===== src/rtl/mvau_wmem_ctrl.sv =====
// Weight-memory address sequencer for an MVAU: walks WMEM_DEPTH addresses NUM_REPS times per image.
// Latency: wmem_dv/wmem_last/rep_done follow the accepting adv by one cycle; img_done arrives two cycles after the final adv.
// Backpressure: adv = in_v & out_rdy while running; without adv the address (and so the memory word) holds.
//
// Ports:
//   clk, rst_n       clock, asynchronous active-low reset
//   start            begin one image (sampled only in IDLE, ignored on the img_done cycle)
//   in_v, out_rdy    activation available / downstream can accept a product
//   wmem_addr        weight memory read address (memory has 1-cycle read latency)
//   adv              combinational accept strobe for the current address
//   wmem_dv          memory output word valid (adv delayed one cycle)
//   wmem_last        qualifies wmem_dv: word came from the last address of a pass
//   rep_done         pulse with wmem_dv on the final word of every pass
//   img_done         pulse the cycle after the final word of the image is valid
//   busy             high whenever not IDLE
module mvau_wmem_ctrl #(
    parameter int WMEM_DEPTH   = 16,
    parameter int WMEM_ADDR_BW = 4,
    parameter int NUM_REPS     = 4,
    parameter int REP_BW       = 2
) (
    input  logic                    clk,
    input  logic                    rst_n,
    input  logic                    start,
    input  logic                    in_v,
    input  logic                    out_rdy,
    output logic [WMEM_ADDR_BW-1:0] wmem_addr,
    output logic                    adv,
    output logic                    wmem_dv,
    output logic                    wmem_last,
    output logic                    rep_done,
    output logic                    img_done,
    output logic                    busy
);

    typedef enum logic [1:0] {
        IDLE  = 2'd0,
        RUN   = 2'd1,
        DRAIN = 2'd2
    } state_t;

    localparam logic [WMEM_ADDR_BW-1:0] ADDR_LAST = WMEM_ADDR_BW'(WMEM_DEPTH - 1);
    localparam logic [REP_BW-1:0]       REP_LAST  = REP_BW'(NUM_REPS - 1);

    state_t                  state;
    state_t                  state_nxt;
    logic [REP_BW-1:0]       rep;
    logic [REP_BW-1:0]       rep_nxt;
    logic [WMEM_ADDR_BW-1:0] addr_nxt;
    logic                    at_last_addr;
    logic                    last_q;

    assign at_last_addr = (wmem_addr == ADDR_LAST);
    assign busy         = (state != IDLE);
    assign wmem_last    = last_q;
    assign rep_done     = last_q;

    always_ff @(posedge clk or negedge rst_n) begin
        if (!rst_n) begin
            state     <= IDLE;
            wmem_addr <= '0;
            rep       <= '0;
            wmem_dv   <= 1'b0;
            last_q    <= 1'b0;
            img_done  <= 1'b0;
        end else begin
            state     <= state_nxt;
            wmem_addr <= addr_nxt;
            rep       <= rep_nxt;
            wmem_dv   <= adv;
            last_q    <= adv && at_last_addr;
            // DRAIN lasts exactly one cycle, so this is a single pulse as IDLE is entered.
            img_done  <= (state == DRAIN);
        end
    end

    always_comb begin
        state_nxt = state;
        addr_nxt  = wmem_addr;
        rep_nxt   = rep;
        adv       = 1'b0;
        case (state)
            IDLE: begin
                // img_done high means IDLE was only just entered; a start here is dropped.
                if (start && !img_done) begin
                    state_nxt = RUN;
                    addr_nxt  = '0;
                    rep_nxt   = '0;
                end
            end
            RUN: begin
                adv = in_v && out_rdy;
                if (adv) begin
                    if (at_last_addr) begin
                        addr_nxt = '0;
                        if (rep == REP_LAST) begin
                            rep_nxt   = '0;
                            state_nxt = DRAIN;
                        end else begin
                            rep_nxt = rep + REP_BW'(1);
                        end
                    end else begin
                        addr_nxt = wmem_addr + WMEM_ADDR_BW'(1);
                    end
                end
            end
            DRAIN: begin
                // Lets the final word's wmem_dv go out before returning to IDLE.
                state_nxt = IDLE;
            end
            default: begin
                state_nxt = IDLE;
            end
        endcase
    end

endmodule


===== config.mk =====
export PLATFORM = sky130hd
export DESIGN_NAME = mvau_wmem_ctrl
export DESIGN_NICKNAME = d
export VERILOG_FILES = /design/src/rtl/mvau_wmem_ctrl.sv
export SDC_FILE = /design/constraint.sdc
export NUM_CORES = 1
export LEC_CHECK = 0
export CORE_MARGIN = 4
export CORE_UTILIZATION = 40
export CTS_CLUSTER_SIZE = 40
export DETAILED_ROUTE_END_ITERATION = 8
export PLACE_DENSITY = 0.78
export SYNTH_ARGS = -nofsm -noshare
export SYNTH_HDL_FRONTEND = slang
export SYNTH_SLANG_ARGS = --single-unit

===== constraint.sdc =====
create_clock -name clk -period 1.35 [get_ports clk]
set_input_delay 0.135 -clock clk [delete_from_list [all_inputs] [get_ports clk]]
set_output_delay 0.135 -clock clk [all_outputs]
set_load 0.03 [all_outputs]

Yosys cells after proc, flatten, opt, wreduce, memory -nomap -nowiden
Index checks and enable logic that the tools add are counted.
- add/subtract/negate cells: 2
- multiply operators: 0
- divide/modulo/power cells: 0
- $lt $le $gt $ge: 0
- eq/ne operators: 8
- shift operators: 0
- muxes and demuxes: 15
- bitwise gates (word level): 0
- reductions and logical operators: 10
- operators by type and width (kind ; count):
    $mux 2 ; 8
    $mux 4 ; 3
    $ne 2x2->1 const B ; 4
    $pmux 2 s2 ; 2
    $pmux 4 s2 ; 1
    $reduce_and 4->1 ; 2
    $add 4x1->4 const B ; 1
    $eq 2x2->1 const B ; 2
    $eq 4x4->1 const B ; 1
    $reduce_bool 2->1 ; 2
    $logic_and 1x1->1 ; 3
    $reduce_and 3->1 ; 1
    $add 2x1->2 const B ; 1
    $eq 2x1->1 const B ; 1
    $logic_not 2->1 ; 1
    $logic_not 1->1 ; 1
    $mux 1 ; 1
- register bits after elaboration: 11
- bits in latches: 0
- memory bits (writable): 0
- bits in read-only memories: 0
- input bits: 5
- output and inout port bits: 10
- logic and storage cells: 41
- memories: 0

Depth between registers and ports, before layout
Gate-level depths: netlist of the first run.
- depth after elaboration: 5
- mapped depth: 5
- mapped depth without buffers: 4

Least setup slack after synthesis of the first run
OpenSTA, ideal clock, no wires.
- kind: reg2reg
- from: reg wmem_addr[0]
- to: reg rep[0]
- library setup time: 0.080 ns
- arrival time: 1.589 ns
- data required time: 1.270 ns
- setup slack: -0.319 ns
- cell stages (with the launch flop): 5
- buffers on the path: 0
- period minus slack after synthesis: 1.669 ns
- cells stage by stage: dfrtp_1 > ha_1 > nand3_1 > or4b_1 > o211ai_2
- cells in the longest elaborated chain, start to end: 3
- ends and longest elaborated chain (item ; line ; RTL):
    from (decl) ; 27 ; output logic [WMEM_ADDR_BW-1:0] wmem_addr,
    from (signal assigned) ; 68 ; wmem_addr <= addr_nxt;
    $eq 4x4->1 ; 53 ; assign at_last_addr = (wmem_addr == ADDR_LAST);
    $ne 2x2->1 (no line) ; - ;
    $reduce_and 4->1 (no line) ; - ;
    to (signal assigned) ; 69 ; rep <= rep_nxt;
    to (decl) ; 47 ; logic [REP_BW-1:0] rep;
No other way between the ends.
A chain may end at the register's enable or synchronous reset.

Final worst setup path of the first run
- from: reg state[1]
- to: reg wmem_addr[0]
- cells in the longest elaborated chain, start to end: 3
- elaborated cells on any way between the ends: 7
- classes of those cells: eq/ne (3); mux (1); reduce/logical (3)
- ends and longest elaborated chain (item ; line ; RTL):
    from (decl) ; 45 ; state_t state;
    from (signal assigned) ; 67 ; state <= state_nxt;
    $eq 2x1->1 / $logic_not 2->1 (equally long branches) ; 82 ; case (state)
    $ne 2x2->1 (no line) / $reduce_bool 2->1 (equally long branches) ; - ;
    $reduce_and 3->1 (no line) ; - ;
Several ways; a longest one is shown, not always the timed one.

==> results of run 1 <==
[flip-flops by register name (all words and copies together) (netlist names)]
name / flops
wmem_addr: 4
wmem_dv: 1
state: 2
img_done: 1
rep_done: 1
rep: 2
[worst max-delay path by stage]
stage / start / to / slack, ns / cells after the start
after floorplan: wmem_addr[0] / rep[0] / -0.15 / 4
after global placement: start / wmem_addr[1] / -0.20 / 4
after detailed placement: start / wmem_addr[1] / -0.22 / 4
after CTS: state[1] / wmem_addr[1] / -0.11 / 3
after global routing: state[1] / wmem_addr[1] / -0.14 / 3
final: state[1] / wmem_addr[0] / -0.11 / 3
[final cells by class]
class	count	area share
repair buffers	33	0.307
multi-input cells	35	0.322
flip-flops and latches	11	0.308
well taps	15	0.0207
clock buffers	4	0.0290
inverters	2	0.0124
[cell usage in the layout, fill, tap and decap left out, types with 2 or more instances in the layout]
| cell type | synthesis | routed |
|---|---|---|
| and3_1 | 2 | 2 |
| buf_4 | 2 | 15 |
| buf_6 | 0 | 5 |
| clkbuf_2 | 0 | 2 |
| clkbuf_4 | 0 | 3 |
| clkdlybuf4s50_1 | 0 | 4 |
| dfrtp_1 | 11 | 8 |
| dfrtp_2 | 0 | 3 |
| dlygate4sd2_1 | 0 | 5 |
| nand3_1 | 9 | 6 |
| nand3_2 | 0 | 3 |
| nand4_1 | 4 | 4 |
| nor2_1 | 2 | 2 |
| nor2b_1 | 2 | 2 |
| o211ai_1 | 2 | 2 |
| or4b_4 | 1 | 2 |
[power groups by stage]
stage	Combinational [mW]	Sequential [mW]	Clock (mW)
finish	0.699	0.476	0.236
global route	0.754	0.486	0.269
CTS	0.656	0.483	0.239
detailed placement	0.629	0.502	0
global placement	0.609	0.497	0
floorplan	0.230	0.601	0
[cell families (layout without fill, tap and decap cells)]
kind of cell	count (synthesis)	in the layout	synth area share
and+or+nand+nor	26	26	0.309
DFF	11	11	0.503
AOI/OAI and AO/OA	7	7	0.101
buffers and inverters	4	39	0.0412
adders and majority gates	2	2	0.0458
[what timing repair did]
item                                    in CTS  in global routing
hold buffers                                 0                  0
pin swaps                                    2                  5
buffers inserted                             4                  1
resized for setup                           14                 12
endpoints found under the setup margin      14                  9
[per-layer routing]
metal  part of all wire  vias up  wire length, µm
li1                   -      260                -
met2               0.50       31              773
met3              0.069        4              107
met5                  0        -                0
met1               0.41      251              637
met4              0.014        0               22
==> impl_metrics.yaml, run 1 <==
yosys:
  synth.most_common_cell: "dfrtp_1"
  syn_inst: 50
  yosysSeqAreaShare: 0.503
  synth_cell_types: 22
  synthTopCellsByCount: "dfrtp_1 (11), nand3_1 (9), nand4_1 (4)"
  postSynthAreaPerCell_um2: 10.9
  async_flop_share: 1.00
  synth.top_cell.area_share: 0.503
  synth_top_flop_cell: "dfrtp_1"
  ys_warn_count: 0
  ys_ff_latch: 11
  synth_top_area_cell: "dfrtp_1"
  synthTopCellsByArea: "dfrtp_1 (50%), nand3_1 (8.2%), ha_1 (4.6%)"
  synth_enable_flop_cells: 0
  synth_nets: 57
  netlist_area_um2: 547
sta:
  post-route-worst-setup-slack_ns: -0.115
  setup_viol: 5
  worst_hold_slack_ns: 0.182
  finalHoldViolCount: 0
  worst_slew_pin_slew_ns: 0.504
  slew_headroom: 0.663
  fmax_ghz: 0.683
  clock_skew_ns: 0.0158
  slew_violations: 0
  rsz0062_at_grt: "true"
  period_needed_ns: 1.46
  tns_ns: -0.348
  period_share: 1.08
power_and_ir_drop:
  internal-power_mw: 0.852
  p_sw_mw: 0.559
  pwr-share-seq: 0.337
  swShare: 0.396
  pwr-share-comb: 0.495
  ir_worst_vdd_mv: 0.906
  power_mw: 1.41
  p_clk_frac: 0.167
  p_leak_nw: 0.429
  power_density_nw_per_um2: 1560
worst_setup_path:
  timing.rr.end: "wmem_addr[0]"
  path_max_fanout: 5
  crit_type: "flip-flop to flip-flop"
  max_stage_delay_ns: 0.57
  critical_path.endpoint_type: "flip-flop"
  start_kind: "flip-flop"
  required_ns: 1.51
  slowest_stage: "or4b_4"
  r2r_start: "state[1]"
  crit_family: "simple AND/OR/NAND/NOR gates"
  ff2ff_path_depth: 3
  cp_cell_sequence: "or4b_4, and2_4, a21o_1"
  r2r_slack_ns: -0.11
  cp_num_buf_inv: 0
  worstPathArrival_ns: 1.62
global_route:
  grt-busiest-layer: "met2"
  grt_pass1_wl_mm: 2.67
  antenna_found_initial: 0
  grt_util_met2: 0.288
  gr-usage-met3: 0.0398
  gr-usage-met1: 0.240
  grt_usage: 0.185
  grt_max_degree: 12
  grt_pass1_vias: 567
  grt_overflow: 0
cells_and_area:
  final_util: 0.695
  antenna_cells: 0
  drive_gt1_frac: 0.482
  n_fill_cell: 109
  fin_nets: 93
  multi_input_area_um2: 292
  instances_no_fill: 100
  area.sequential_um2: 279
  final_area_um2: 905
  area_growth_pct: 65.4
clock_tree:
  cts_tree: "built"
  clock-sinks: 11
  cts_buffer_depth: 2
  htreeDepth: 1
  numCtsBuffers: 3
  clk_latency_ns: 0.28
  root_buffer: "clkbuf_4"
  clk_pin_slew_ns: 0.08
floorplanning:
  chipWidth_um: 45.0
  dieArea_um2: 2020
  ios: 15
  start_util: 0.420
  placement_rows: 13
  coreArea_um2: 1300
  die_h_um: 45.0
placed_design:
  hpwl_mm: 1.11
  gp_congestion: 0.809
  port_buffers: 14
  dpl-instance-area_um2: 827
  dp_cells: 91
  dpl_worst_slack_ns: -0.222
routing:
  routedWlPerCell_um: 15.4
  num_vias: 546
  postRouteAntennaNets: 0
  first_pass_iters: 4
  drtIter0Drc: 32
  route.detailed.drc: 0
  drt_wl_total_mm: 1.54
  routed_via_density: 5.46
status:
  status: "finished with violations"
  failed_checks: "setup timing"
hold_path:
  holdCritPathClass: "input port to asynchronous set/reset pin"
job:
  drv_cap: 0
(Power assumes the default switching activity.)
==> run 2, diff against run 1 <==
PLACE_DENSITY = 0.71   (was 0.78)
==> run 2 against run 1 <==
Sequential share of layout area shrank 0.42 points. Clock-buffer cell count is the same. Largest cell class unchanged. Sequential power is essentially flat. Power grew 1.1%. Die area is the same. Worst hold slack gained 0.018 ns. Critical endpoint is now wmem_addr[1]. Core utilization grew 0.96 points. The run still ends with setup timing left. Non-clock buffer count is the same. Register-to-register slack gained 0.04 ns. Final area grew 1.4%. Global-route usage shrank 0.74 points.
==> impl_metrics.yaml, run 2 (same netlist as run 1, synthesis figures left out) <==
status:
  status: "finished with violations"
  failed_checks: "setup timing"
power_and_ir_drop:
  power_density_nw_per_um2: 1560
  p_sw_mw: 0.568
  internal-power_mw: 0.859
  swShare: 0.398
  pwr-share-seq: 0.336
  p_clk_frac: 0.159
  p_leak_nw: 0.439
  pwr-share-comb: 0.505
  ir_worst_vdd_mv: 0.877
floorplanning:
  placement_rows: 13
  chipWidth_um: 45.0
  die_h_um: 45.0
  ios: 15
  dieArea_um2: 2020
  coreArea_um2: 1300
  start_util: 0.420
worst_setup_path:
  required_ns: 1.51
  start_kind: "flip-flop"
  r2r_start: "state[1]"
  worstPathArrival_ns: 1.59
  timing.rr.end: "wmem_addr[1]"
  crit_type: "flip-flop to flip-flop"
  crit_path_start: "state[1]"
  critical_path.endpoint_type: "flip-flop"
  r2r_slack_ns: -0.08
  ff2ff_path_depth: 3
  endpoint: "wmem_addr[1]"
  path_max_fanout: 4
placed_design:
  hpwl_mm: 1.07
  dp_cells: 92
  dpl-instance-area_um2: 835
  port_buffers: 14
  gp_congestion: 0.867
sta:
  rsz0062_at_grt: "true"
  fmax_ghz: 0.701
  setup_viol: 5
  worst_hold_slack_ns: 0.200
  tns_ns: -0.236
  period_needed_ns: 1.43
  worst_slew_pin_slew_ns: 0.506
  slew_violations: 0
  slew_headroom: 0.661
  post-route-worst-setup-slack_ns: -0.0759
  clock_skew_ns: 0.000940
  period_share: 1.06
  finalHoldViolCount: 0
global_route:
  antenna_found_initial: 0
  grt_usage: 0.178
  grt_pass1_vias: 553
  grt_max_degree: 12
  grt_overflow: 0
  grt_pass1_wl_mm: 2.52
  gr-usage-met1: 0.235
  grt-busiest-layer: "met2"
  grt_util_met2: 0.282
  gr-usage-met3: 0.0359
cells_and_area:
  instances_no_fill: 100
  largestRegisters: "wmem_addr (4), rep (2), state (2)"
  drive_gt1_frac: 0.459
  final_area_um2: 917
  area_growth_pct: 67.7
  layout_commonest_cell: "buf_4"
  largest_register_ffs: 4
  layout.cells.most_common_list: "buf_4 (16), dlygate4sd2_1 (8), dfrtp_1 (8), nand3_1 (5)"
  fin_nets: 93
  largest-register: "wmem_addr"
  antenna_cells: 0
routing:
  postRouteAntennaNets: 0
  drt_wl_total_mm: 1.46
  route.detailed.drc: 0
  drtIter0Drc: 15
  num_vias: 536
  routedWlPerCell_um: 14.6
  first_pass_iters: 4
  routed_via_density: 5.36
clock_tree:
  root_buffer: "clkbuf_4"
  hold_buffers: 0
  clk_pin_slew_ns: 0.07
  cts_buffer_depth: 2
  clk_latency_ns: 0.27
  cts_tree: "built"
  numCtsBuffers: 3
  clock-sinks: 11
  htreeDepth: 1
job:
  drv_cap: 0
hold_path:
  holdCritPathClass: "input port to asynchronous set/reset pin"
-- run 2: metal layers --
| metal | share of wire | vias up |
|---|---|---|
| met4 | 0.0089 | 0 |
| li1 | - | 258 |
| met2 | 0.49 | 18 |
| met5 | 0 | - |
| met1 | 0.46 | 258 |
| met3 | 0.038 | 2 |
-- run 2: cell type report --
| cell class | count | area (µm²) |
|---|---|---|
| fill | 108 | 384 |
| sequential | 11 | 279 |
| tap | 15 | 18.8 |
| clock buffer | 4 | 26.3 |
| multi-input combinational | 35 | 302 |
| inverter | 2 | 11.3 |
| timing repair buffer | 33 | 280 |
-- run 2: power groups by stage --
| stage | Clock (mW) | Combinational, mW | Sequential, mW |
|---|---|---|---|
| 6_report | 0.227 | 0.721 | 0.479 |
| 5_1_grt | 0.253 | 0.787 | 0.490 |
| 4_1_cts | 0.229 | 0.700 | 0.466 |
| 3_5_place_dp | 0 | 0.707 | 0.476 |
| 3_3_place_gp | 0 | 0.692 | 0.470 |
| 2_1_floorplan | 0 | 0.230 | 0.601 |
-- run 2: how the worst min path moves through the flow --
stage,end,slack [ns]
detailed placement,img_done,0.49
CTS,wmem_addr[2],0.21
finish,wmem_addr[3],0.20
floorplan,img_done,-0.16
global placement,img_done,0.48
global route,wmem_addr[3],0.23
-- run 2: critical path, stage by stage (launching register included) --
cell	delay [ns]
dfrtp_1	0.42
or4b_4	0.56
and2_4	0.17
a22o_1	0.17
-- run 2: through the flow --
stage / total power [mW] / worst slack (ns) / util
final: 1.43 / -0.0759 / 0.705
after global routing: 1.53 / -0.109 / 0.705
after detailed placement: 1.18 / -0.209 / 0.641
after floorplan: 0.831 / -0.145 / -
after CTS: 1.40 / -0.0928 / 0.683
after global placement: 1.16 / -0.181 / 0.641
-- run 2: repair_timing --
| item | in CTS | in global routing |
|---|---|---|
| buffers inserted | 2 | 2 |
| endpoints found under the setup margin | 15 | 8 |
| pin swaps | 4 | 4 |
| resized for setup | 16 | 6 |
